==> config.mk <==
export PLATFORM = sky130hd
export DESIGN_NAME = issue_scoreboard
export DESIGN_NICKNAME = d
export VERILOG_FILES = /design/src/rtl/issue_scoreboard.sv
export SDC_FILE = /design/constraint.sdc
export NUM_CORES = 1
export LEC_CHECK = 0
export ABC_AREA = 1
export BUFFER_PORTS_ARGS = -buffer_cell sky130_fd_sc_hd__buf_2
export CORE_ASPECT_RATIO = 0.7
export CORE_MARGIN = 1
export CORE_UTILIZATION = 45
export DETAILED_ROUTE_END_ITERATION = 7
export PLACE_DENSITY_LB_ADDON = 0.05
export SKIP_CTS_REPAIR_TIMING = 1
export SLEW_MARGIN = 10
export SYNTH_ARGS = -nofsm -noshare
export SYNTH_HDL_FRONTEND = slang
export SYNTH_SLANG_ARGS = --single-unit
==> constraint.sdc <==
create_clock -name clk -period 2.6 [get_ports clk]
set_input_delay 0.26 -clock clk [delete_from_list [all_inputs] [get_ports clk]]
set_output_delay 0.26 -clock clk [all_outputs]
set_load 0.01 [all_outputs]
==> src/rtl/issue_scoreboard.sv <==
// Decode-stage register scoreboard: tracks per-register cycles until an in-flight
// result becomes forwardable, stalls dependent readers, and counts stall cycles.
module issue_scoreboard #(
  parameter int NREGS = 16,
  parameter int REGW  = 4,
  parameter int LATW  = 3
) (
  input  logic              clk,
  input  logic              rst,
  input  logic              issuevalid,
  input  logic [REGW-1:0]   idregrs,
  input  logic [REGW-1:0]   idregrt,
  input  logic              idusesrs,
  input  logic              idusesrt,
  input  logic              idregwrite,
  input  logic [REGW-1:0]   idregrd,
  input  logic [LATW-1:0]   idlatency,
  input  logic              flush,
  output logic              stall,
  output logic              issue,
  output logic [NREGS-1:0]  busy,
  output logic [15:0]       stallcount
);

  logic [LATW-1:0]  cnt_q [NREGS];
  logic [LATW-1:0]  cnt_d [NREGS];
  logic [LATW-1:0]  dec_s [NREGS];
  logic             lastvalid_q, lastvalid_d;
  logic [REGW-1:0]  lastrd_q, lastrd_d;
  logic [LATW-1:0]  lastprev_q, lastprev_d;
  logic [15:0]      stallcount_q, stallcount_d;
  logic [NREGS-1:0] busy_q, busy_d;

  logic             hit_s, hit_t;
  logic             stall_s, issue_s, reserve_s;
  logic [LATW-1:0]  new_lat_s;

  // Per-register countdown after this cycle's decrement
  always_comb begin
    for (int r = 0; r < NREGS; r++) begin
      if (cnt_q[r] != {LATW{1'b0}}) begin
        dec_s[r] = cnt_q[r] - LATW'(1);
      end else begin
        dec_s[r] = {LATW{1'b0}};
      end
    end
  end

  // Hazard detection against pre-reservation counts; flush overrides everything
  always_comb begin
    hit_s     = idusesrs & (cnt_q[idregrs] != {LATW{1'b0}});
    hit_t     = idusesrt & (cnt_q[idregrt] != {LATW{1'b0}});
    stall_s   = issuevalid & ~flush & (hit_s | hit_t);
    issue_s   = issuevalid & ~flush & ~stall_s;
    reserve_s = issue_s & idregwrite & (idregrd != {REGW{1'b0}});
    if (idlatency == {LATW{1'b0}}) begin
      new_lat_s = {LATW{1'b0}};
    end else begin
      new_lat_s = idlatency - LATW'(1);
    end
  end

  // Next-state for countdowns: flush restore, or WAW-safe reservation
  always_comb begin
    for (int r = 0; r < NREGS; r++) begin
      cnt_d[r] = dec_s[r];
    end
    if (flush) begin
      if (lastvalid_q) begin
        // Undo the squashed reservation by resuming the older writer's countdown
        if (lastprev_q == {LATW{1'b0}}) begin
          cnt_d[lastrd_q] = {LATW{1'b0}};
        end else begin
          cnt_d[lastrd_q] = lastprev_q - LATW'(1);
        end
      end else begin
        cnt_d[lastrd_q] = dec_s[lastrd_q];
      end
    end else if (reserve_s) begin
      if (new_lat_s > dec_s[idregrd]) begin
        cnt_d[idregrd] = new_lat_s;
      end else begin
        cnt_d[idregrd] = dec_s[idregrd];
      end
    end else begin
      cnt_d[idregrd] = dec_s[idregrd];
    end
    lastvalid_d = reserve_s;
    lastrd_d    = idregrd;
    lastprev_d  = dec_s[idregrd];
  end

  // Busy vector and saturating stall counter next-state
  always_comb begin
    for (int r = 0; r < NREGS; r++) begin
      busy_d[r] = (cnt_d[r] != {LATW{1'b0}});
    end
    if (stall_s && (stallcount_q != 16'hFFFF)) begin
      stallcount_d = stallcount_q + 16'd1;
    end else begin
      stallcount_d = stallcount_q;
    end
  end

  // State registers
  always_ff @(posedge clk) begin
    if (rst) begin
      for (int r = 0; r < NREGS; r++) begin
        cnt_q[r] <= {LATW{1'b0}};
      end
      lastvalid_q  <= 1'b0;
      lastrd_q     <= {REGW{1'b0}};
      lastprev_q   <= {LATW{1'b0}};
      stallcount_q <= 16'd0;
      busy_q       <= {NREGS{1'b0}};
    end else begin
      for (int r = 0; r < NREGS; r++) begin
        cnt_q[r] <= cnt_d[r];
      end
      lastvalid_q  <= lastvalid_d;
      lastrd_q     <= lastrd_d;
      lastprev_q   <= lastprev_d;
      stallcount_q <= stallcount_d;
      busy_q       <= busy_d;
    end
  end

  assign stall      = stall_s;
  assign issue      = issue_s;
  assign busy       = busy_q;
  assign stallcount = stallcount_q;

endmodule

# After elaboration in Yosys (flattened, before gate mapping)
# Memories as Yosys holds them, arrays and structs flattened.
# Cells that the tools add are included.
# word_totals
regBits	40
mem_bits_rw	48
in_bits	22
output_inout_bits	34
word_cells	156
n_memories	1
# classes
n_addsub	19
n_lt_le_gt_ge	5
n_eq_ne	1
mux	55
n_bitwise	30
n_reduce_logical	40
# memory_table
memory	words	width	read_ports	rd_clocked_by_memory_dff	wr	line_no	rtl
cnt_q	16	3	18	0	16	25	logic [LATW-1:0] cnt_q [NREGS];
# op_table
op	n
48-bit two-way mux	5
48-bit bitwise mux	4
3-bit two-way mux	39
3-bit nonzero test	34
3-bit by 1-bit subtractor with 3-bit output, second input constant	18
48-bit AND	1
48-bit inverter	1
3-bit binary-select mux with 4-bit select	2
3-bit demux with 4-bit select	2
1-bit OR	17
16-bit by 1-bit adder with 16-bit output, second input constant	1
16-bit != test, second input constant	1
5-bit >= comparator, second input constant	2
5-bit by 1-bit < comparator with 1-bit output, second input constant	2
4-bit inverter with 5-bit output	2
1-bit AND	7
3-bit logical NOT	2
4-bit nonzero test	1
3-bit > comparator	1
1-bit logical AND	3
1-bit two-way mux	3
1-bit inverter	2

# Longest topological paths before layout
# Gate-level depths: netlist of run 1.
# An unclocked memory read counts as a cell.
# logic_depth
ltp_word	12
mapped_depth	24
depth_no_buf	23

# Worst setup path before layout of run 1
# No wires, ideal clock.
# synth_path
path_type	reg2reg
start	memory cnt_q[4][0]
end	register busy_q[9] (netlist: busy[9])
setup_ns	0.120
t_arrival_ns	2.713
t_required_ns	2.480
slack_ns	-0.233
path_stages_with_launch	22
path_buffers	2
synth_period_minus_slack_ns	2.833
cell_sequence	dfxtp_1 > nor2_2 > nand2_1 > nand2_1 > nor2_1 > nor4_1 > nand4_1 > nor3_1 > and2_1 > inv_1 > ha_1 > o21a_1 > a21oi_2 > buf_2 > buf_2 > o21ai_0 > inv_1 > nand3_1 > nand3_1 > nand2_1 > nand2_1 > nand3_1
# synth_lines
item	line_no	rtl
start, declared	25	
end signal, assigned	115	busy_q <= {NREGS{1'b0}};
end signal, assigned	124	busy_q <= busy_d;
end, declared	32	logic [NREGS-1:0] busy_q, busy_d;

==> impl_metrics.ini, run 1 <==
[status]
status = finished with violations
failed_checks = negative setup slack

[sta]
worst_clock_skew_ps = 12.85
period_share = 1.192
worst-slew-pin-transition_ps = 982.9
holdWs_ps = 240.7
relSlewSlack = 0.3447
period_needed_ps = 3100
clock.fmax_mhz = 322.6
slew_viol_final = 0
final_hold_viol_count = 0
setup_violations = 60
rsz0062_at_grt = yes
fin_ws_ps = -500.2

[setup_path]
path_cells = nor2_2, nor2_1, inv_2, o22ai_1, a21oi_1, o21ai_1, nor3_2, ha_1, a21oi_2, o21a_1, a21oi_4, buf_6, clkbuf_16, a31oi_4, o21ai_2, inv_1, nand3_1, nand3_1, nand2_1, nand2_1, nand3_1
cp_top_family = compound AO/OA/AOI/OAI gates
arrival_ps = 3350
r2r_start = cnt_q[8][0]
crit_top_cell = nand3_1
cp.depth = 21
max_stage_delay_ps = 340
critPathMaxFanout = 6
endpoint_kind = register
endpoint = busy[11]
cp-start-kind = register
crit_slowest_cell = dfxtp_2
cp-startpoint = cnt_q[8][0]
cp_num_buf_inv = 4
r2r_setup_slack_ps = -500
cp.required_ps = 2850
worstSetupPathType = reg2reg
r2r-end = busy[11]
r2r_cells = 21

[logic_synthesis]
seq_area_frac_synth = 0.2221
ys_warn_count = 0
avgSynthCellArea_um2 = 5.425
syn_inst = 1462
synth.distinct_cells = 39
synth-async-reset-ratio = 0
syn_area_mm2 = 0.007931
ys_ff_latch = 88
synth_nets = 1490
synth_edf_count = 0
ys.flop_type = dfxtp_1

[finish]
design_area_mm2 = 0.01056
mostFrequentLayoutCells = nand2_1 (502), inv_1 (198), buf_4 (190)
layout_commonest_cell = nand2_1
fin_nets = 1689
post-route-util = 0.6136
antennaDiodeCount = 0
synthToLayoutAreaGrowth_pct = 33.19
drive_gt1_frac = 0.2461

[floorplanning]
io_pins = 56
start_util = 0.4607
rows = 40
die_w_um = 160.7
dieArea_mm2 = 0.01817
die-height_um = 113.1
core_mm2 = 0.01722

[clocking]
cts_root_buf = clkbuf_16
clk_pin_slew_ps = 70
clock_latency_ps = 370
htreeDepth = 3
cts_sinks = 88
cts_tree = built
clk_path_buf_depth = 2
numCtsBuffers = 9

[worst_hold_path]
hp-class = in2reg
min_from = idregrd[2]

[global_route]
gr-total-overflow = 0
grt_use_total = 0.3235
grt_max_degree = 57
grt_pass1_vias = 8579
grt_first_pass_wirelength_mm = 45.81
antenna_found_initial = 0

[pwr]
power_mw = 3.622
cellPowerDensity_mw_per_mm2 = 342.8
ir_drop_v = 0.0002529
power_leakage_nw = 5.129

[placed_design]
portBuffers = 55
dp_slack_ps = -677.7
gp_congestion = 0.9758
hpwl_mm = 21.36
place_area_mm2 = 0.009639

[drt]
dr.pass1.iters = 6
via_per_inst = 5.266
drtAntennaViolNets = 0
post-route-drc-count = 0
avgRoutedWirePerCell_um = 15.80
vias = 9989
drt-initial-drc-count = 1157
wirelength_mm = 29.97

[run]
drv_cap = 0
## routing by layer
metal,vias to the layer above,GRT usage,routed length (um)
met4,0,0.07556,496
met3,32,0.06891,3057
met2,429,0.4747,12020
met5,-,0,0
met1,4466,0.4766,14390
li1,5062,-,-
## worst min-delay path, delay by kind of cell
| kind | cells | cell delay (ps) |
|---|---|---|
| simple gates | 1 | 30 |
| buf+inv | 3 | 270 |
## through the flow
stage / setup TNS (ps) / cells
global route: -31450 / 1897
CTS: -28260 / 1875
floorplan: -112.9 / 1462
detailed placement: -35460 / 1859
finish: -19480 / 1897
global placement: -34330 / 1859
## power by group
| part | leakage, nW | internal (mW) | switching (mW) | total [mW] |
|---|---|---|---|---|
| clock | 0.140 | 0.679 | 0.673 | 1.35 |
| combinational | 4.27 | 0.312 | 0.565 | 0.877 |
| sequential | 0.720 | 1.38 | 0.0167 | 1.39 |
## cells in the mapped netlist, types with 4 or more instances
master,number,share of area
inv_1,218,0.10
a31oi_1,5,0.0039
inv_2,7,0.0033
nor2_2,6,0.0047
o31ai_1,50,0.047
buf_6,5,0.0071
nand3_1,134,0.085
clkbuf_1,44,0.021
o211ai_1,4,0.0038
nor2_1,94,0.044
buf_1,4,0.0019
o21ai_0,152,0.096
o21ai_1,5,0.0032
nand2_1,530,0.25
a21oi_1,31,0.020
ha_1,6,0.0095
buf_2,15,0.0095
a221oi_1,4,0.0044
o21bai_1,6,0.0057
dfxtp_1,88,0.22
nor3_1,12,0.0076
o22ai_1,12,0.0095
## cells by family (layout without fill, tap and decap cells)
kind of cell               Yosys count  in the layout  share of synthesized area
buffers and inverters              297            501                     0.1497
xor gates and xnor gates             5              5                   0.005522
AOI/OAI and AO/OA                  273            273                     0.1983
and+or+nand+nor                    793            793                     0.4149
DFF                                 88             88                     0.2221
adders and majority gates            6              6                   0.009465
## how the worst min path moves through the flow
| stage | end | slack [ps] | cells past startpoint |
|---|---|---|---|
| 3_5_place_dp | stallcount[15] | 480 | 2 |
| 3_3_place_gp | stallcount[15] | 480 | 2 |
| 4_1_cts | lastrd_q[2] | 230 | 4 |
| 5_1_grt | lastrd_q[2] | 280 | 4 |
| 2_1_floorplan | lastrd_q[3] | 370 | 2 |
| 6_report | lastrd_q[2] | 240 | 4 |
## registers in the layout, indices dropped and copies added (netlist names)
name	flops
cnt_q	48
busy	16
stallcount	16
lastrd_q	4
lastprev_q	3
lastvalid_q	1
## final cells by class
cell class | count | area (um^2)
fill | 1774 | 6653
multi-input combinational | 1077 | 5388
timing repair buffer | 259 | 1948
sequential | 88 | 1782
inverter | 226 | 858.3
tap | 231 | 289.0
clock buffer | 9 | 225.2
clock inverter | 7 | 73.82
(Power assumes the default switching activity.)
==> inputs of run 2 (changes only) <==
==> constraint.sdc (replaced) <==
create_clock -name clk -period 2.6 [get_ports clk]
set_input_delay 0.13 -clock clk [delete_from_list [all_inputs] [get_ports clk]]
set_output_delay 0.13 -clock clk [all_outputs]
set_load 0.01 [all_outputs]
==> impl_metrics.ini, run 2 (synthesis gave the netlist of run 1 again) <==
[finish]
seqCellArea_mm2 = 0.001782
fin_cells = 1886
largest_reg_flops = 48
layout_commonest_cell = nand2_1
drive_gt1_frac = 0.2254
antennaDiodeCount = 0
design_area_mm2 = 0.01043
synthToLayoutAreaGrowth_pct = 31.44
multiInputGateArea_mm2 = 0.005281
fillers = 1763
regMostFlops = cnt_q
fin_nets = 1678
mostFrequentLayoutCells = nand2_1 (519), inv_1 (201), buf_4 (179)

[status]
status = finished with violations
failed_checks = negative setup slack

[clocking]
numCtsBuffers = 9
cts_sinks = 88
cts_root_buf = clkbuf_16
clk_pin_slew_ps = 80
clk_path_buf_depth = 2
cts_tree = built
htreeDepth = 3
clock_latency_ps = 370

[drt]
met3_wirelength_mm = 2.599
via_per_inst = 5.313
avgRoutedWirePerCell_um = 15.36
vias = 10021
wirelength_mm = 28.97
drt-initial-drc-count = 1116
met2WireLength_mm = 11.63
dr.pass1.iters = 6
post-route-drc-count = 0
top_layer = met4
drtAntennaViolNets = 0
m1WireLength_mm = 13.97

[setup_path]
r2r_start = cnt_q[9][0]
r2r-end = busy[11]
cp-startpoint = cnt_q[9][0]
cp-start-kind = register
endpoint = busy[11]
arrival_ps = 3390
critPathMaxFanout = 6
cp.required_ps = 2910
endpoint_kind = register
r2r_setup_slack_ps = -480
r2r_cells = 22
worstSetupPathType = reg2reg

[placed_design]
dp_slack_ps = -591.1
place_area_mm2 = 0.009657
gp_congestion = 1.032
hpwl_mm = 20.97
post-place-cells = 1857
portBuffers = 55

[sta]
fin_tns_setup_ps = -22640
setup_violations = 60
holdWs_ps = 126.3
worst_clock_skew_ps = 15.20
slew_viol_final = 0
relSlewSlack = 0.3932
fin_ws_ps = -484.0
period_needed_ps = 3084
clock.fmax_mhz = 324.3
worst-slew-pin-transition_ps = 910.3
final_hold_viol_count = 0
period_share = 1.186
rsz0062_at_grt = yes

[pwr]
ir_drop_v = 0.0003023
p_int_mw = 2.476
switchingPower_mw = 1.210
switching_share = 0.3283
p_seq_frac = 0.379
clkPwrFrac = 0.391
cellPowerDensity_mw_per_mm2 = 353.6
p_comb_frac = 0.230
power_leakage_nw = 5.062

[worst_hold_path]
hp-class = in2reg

[global_route]
grt_first_pass_wirelength_mm = 45.54
gr-total-overflow = 0
grt_pass1_vias = 8772
grt_use_total = 0.3176
antenna_found_initial = 0
grt_max_degree = 58

[floorplanning]
start_util = 0.4607
rows = 40
io_pins = 56
dieArea_mm2 = 0.01817
die_w_um = 160.7
core_mm2 = 0.01722
die-height_um = 113.1

[run]
drv_cap = 0
[run 2: cell types whose count changed in the layout (fill, tap and decap cells not counted), sizes merged]
cell,previous run,this run
clkinvlp,2,0
bufinv,0,1
buf,256,245
clkinv,4,3
inv,227,229
[run 2: how the worst min path moves through the flow]
stage	startpoint	end	slack [ps]	cells after the start
CTS	idregrd[3]	lastrd_q[3]	120	4
finish	idregrd[3]	lastrd_q[3]	130	4
global placement	stallcount[15]	stallcount[15]	480	2
floorplan	idregrd[3]	lastrd_q[3]	240	2
global route	idregrd[3]	lastrd_q[3]	140	4
detailed placement	stallcount[15]	stallcount[15]	480	2
[run 2: area by class of cell]
type | count | share of cell area
clock buffer | 9 | 0.02160
multi-input combinational | 1077 | 0.5066
tap | 231 | 0.02772
timing repair buffer | 248 | 0.1819
sequential | 88 | 0.1709
inverter | 226 | 0.08209
clock inverter | 7 | 0.009121
[run 2: power groups by stage]
stage                     Combinational [mW]  Sequential [mW]  Clock [mW]
after floorplan                        0.428             1.43           0
after global placement                 0.734             1.42           0
after detailed placement               0.739             1.42           0
after CTS                              0.742             1.39        1.46
after global routing                   0.912             1.40        1.51
final                                  0.849             1.40        1.44
[run 2: critical path: stages, from the launching register on]
cell and delay [ps]:
dfxtp_2 370, inv_1 60, o21ai_0 290, inv_1 150
o22ai_2 130, a221oi_2 50, o21ai_1 150, nor2_1 90
ha_1 310, nand2_2 60, o21a_1 190, a21oi_4 200
buf_6 190, buf_12 120, buf_4 110, nand2_1 40
o21ai_0 60, nand3_1 90, nand2_1 70, nand2_1 40
nand2_1 70, nand2_1 70, nand3_1 110
[run 2: per-layer routing]
layer / GRT usage / vias up
li1: - / 5029
met1: 0.4636 / 4519
met2: 0.4571 / 422
met3: 0.06378 / 51
met4: 0.1130 / 0
met5: 0 / -
[run 2: through the flow]
step	total power, mW	util
after CTS	3.593	0.5795
after global placement	2.158	0.5609
after detailed placement	2.163	0.5609
after global routing	3.825	0.6055
final	3.686	0.6055
after floorplan	1.854	-
==> inputs of run 3 (changes only) <==
--- a/config.mk
+++ b/config.mk
@@ -11,6 +11,7 @@
 export CORE_MARGIN = 1
 export CORE_UTILIZATION = 45
 export DETAILED_ROUTE_END_ITERATION = 7
+export HOLD_SLACK_MARGIN = 0.06
 export PLACE_DENSITY_LB_ADDON = 0.05
 export SKIP_CTS_REPAIR_TIMING = 1
 export SLEW_MARGIN = 10
==> constraint.sdc (replaced) <==
create_clock -name clk -period 3.83 [get_ports clk]
set_input_delay 0.1915 -clock clk [delete_from_list [all_inputs] [get_ports clk]]
set_output_delay 0.1915 -clock clk [all_outputs]
set_load 0.01 [all_outputs]
==> impl_metrics.ini, run 3 (synthesis gave the netlist of run 1 again) <==
[global_route]
grt_use_total = 0.2934
antenna_found_initial = 0
gr-total-overflow = 0
grt_max_degree = 73
grt_first_pass_wirelength_mm = 41.93
grt_pass1_vias = 7753

[clocking]
cts_tree = built
htreeDepth = 3
clock_latency_ps = 360
numCtsBuffers = 9
cts_sinks = 88
clk_path_buf_depth = 2
cts_root_buf = clkbuf_16
clk_pin_slew_ps = 70

[sta]
worst-slew-pin-transition_ps = 916.8
fin_ws_ps = 493.2
fin_tns_setup_ps = 0
slew_viol_final = 0
relSlewSlack = 0.3888
worst_clock_skew_ps = 12.61
period_needed_ps = 3337
final_hold_viol_count = 0
period_share = 0.8712
rsz0062_at_grt = no
clock.fmax_mhz = 299.7
setup_violations = 0

[status]
status = complete, no violations

[drt]
drtAntennaViolNets = 0
post-route-drc-count = 0
dr.pass1.iters = 6
wirelength_mm = 26.18
drt-initial-drc-count = 1052
vias = 9044
via_per_inst = 5.289
avgRoutedWirePerCell_um = 15.31

[worst_hold_path]
worstHoldEndpoint = lastrd_q[3]
min_path_cells = 3
hp-class = in2reg
min_from = idregrd[3]

[setup_path]
cp_top_family = simple AND/OR/NAND/NOR gates
endpoint_kind = register
crit_top_cell = nand2_1
max_stage_delay_ps = 340
path_cells = nor2_2, nand2_1, nand2_1, nor2_1, nor4_1, nand4_1, nor3_1, and2_1, inv_1, ha_1, o21a_1, a21oi_4, buf_4, o21ai_0, o21ai_0, inv_1, nand3_1, nand3_1, nand2_1, nand2_1, nand3_1
r2r_setup_slack_ps = 490
cp_num_buf_inv = 3
arrival_ps = 3640
crit_slowest_cell = buf_4
r2r_cells = 21
r2r_start = cnt_q[1][0]
cp-start-kind = register
critPathMaxFanout = 35
cp.required_ps = 4140
worstSetupPathType = reg2reg
r2r-end = busy[1]

[run]
drv_cap = 0

[finish]
largest_reg_flops = 48
fin_nets = 1502
antennaDiodeCount = 0
mostFrequentLayoutCells = nand2_1 (530), inv_1 (218), o21ai_0 (152)
design_area_mm2 = 0.008612
regMostFlops = cnt_q
layout_commonest_cell = nand2_1
drive_gt1_frac = 0.07640
synthToLayoutAreaGrowth_pct = 8.582

[floorplanning]
io_pins = 56
start_util = 0.4607
dieArea_mm2 = 0.01817
die_w_um = 160.7
die-height_um = 113.1
core_mm2 = 0.01722
rows = 40

[placed_design]
portBuffers = 55
dp_slack_ps = 500.4
place_area_mm2 = 0.008303
gp_congestion = 0.9467
hpwl_mm = 18.42

[pwr]
power_leakage_nw = 4.049
cellPowerDensity_mw_per_mm2 = 268.5
ir_drop_v = 0.0002157
## run 3: layer usage
metal / GRT usage / wire length [um] / up-vias
met5: 0 / 0 / -
met4: 0.07365 / 439 / 0
met3: 0.04875 / 2213 / 32
met2: 0.4320 / 10560 / 364
met1: 0.4377 / 12960 / 3982
li1: - / - / 4666
## run 3: tightest hold or removal path, cell delays in order
cell    delay (ps)
buf_2          140
inv_2           70
nor2_1          40
## run 3: layout make-up
type / count / area [um^2]
multi-input combinational: 1077 / 4995
sequential: 88 / 1763
clock inverter: 7 / 83.83
fill: 1929 / 8605
inverter: 226 / 853.3
clock buffer: 9 / 225.2
tap: 231 / 289.0
timing repair buffer: 72 / 402.9
## run 3: metrics by stage
stage | utilization | std cells | power (mW) | hold WS [ps]
floorplan | - | 1462 | 1.246 | 298.8
global placement | 0.4823 | 1694 | 1.364 | 481.8
detailed placement | 0.4823 | 1694 | 1.365 | 483.5
CTS | 0.5002 | 1710 | 2.315 | 103.3
global route | 0.5002 | 1710 | 2.402 | 116.9
finish | 0.5002 | 1710 | 2.312 | 112.3
## run 3: power by group
part           internal [mW]  switching, mW  leakage, nW
combinational          0.102          0.308         3.19
clock                  0.521          0.437        0.149
sequential             0.933         0.0113        0.712
## run 3: how the worst max path moves through the flow
stage | start | end | depth (start not counted)
final | cnt_q[1][0] | busy[1] | 21
after global routing | cnt_q[6][0] | busy[1] | 21
after CTS | cnt_q[4][0] | busy[1] | 21
after detailed placement | idregrd[0] | busy[1] | 21
after global placement | idregrd[0] | busy[1] | 21
after floorplan | cnt_q[4][0] | busy[9] | 21
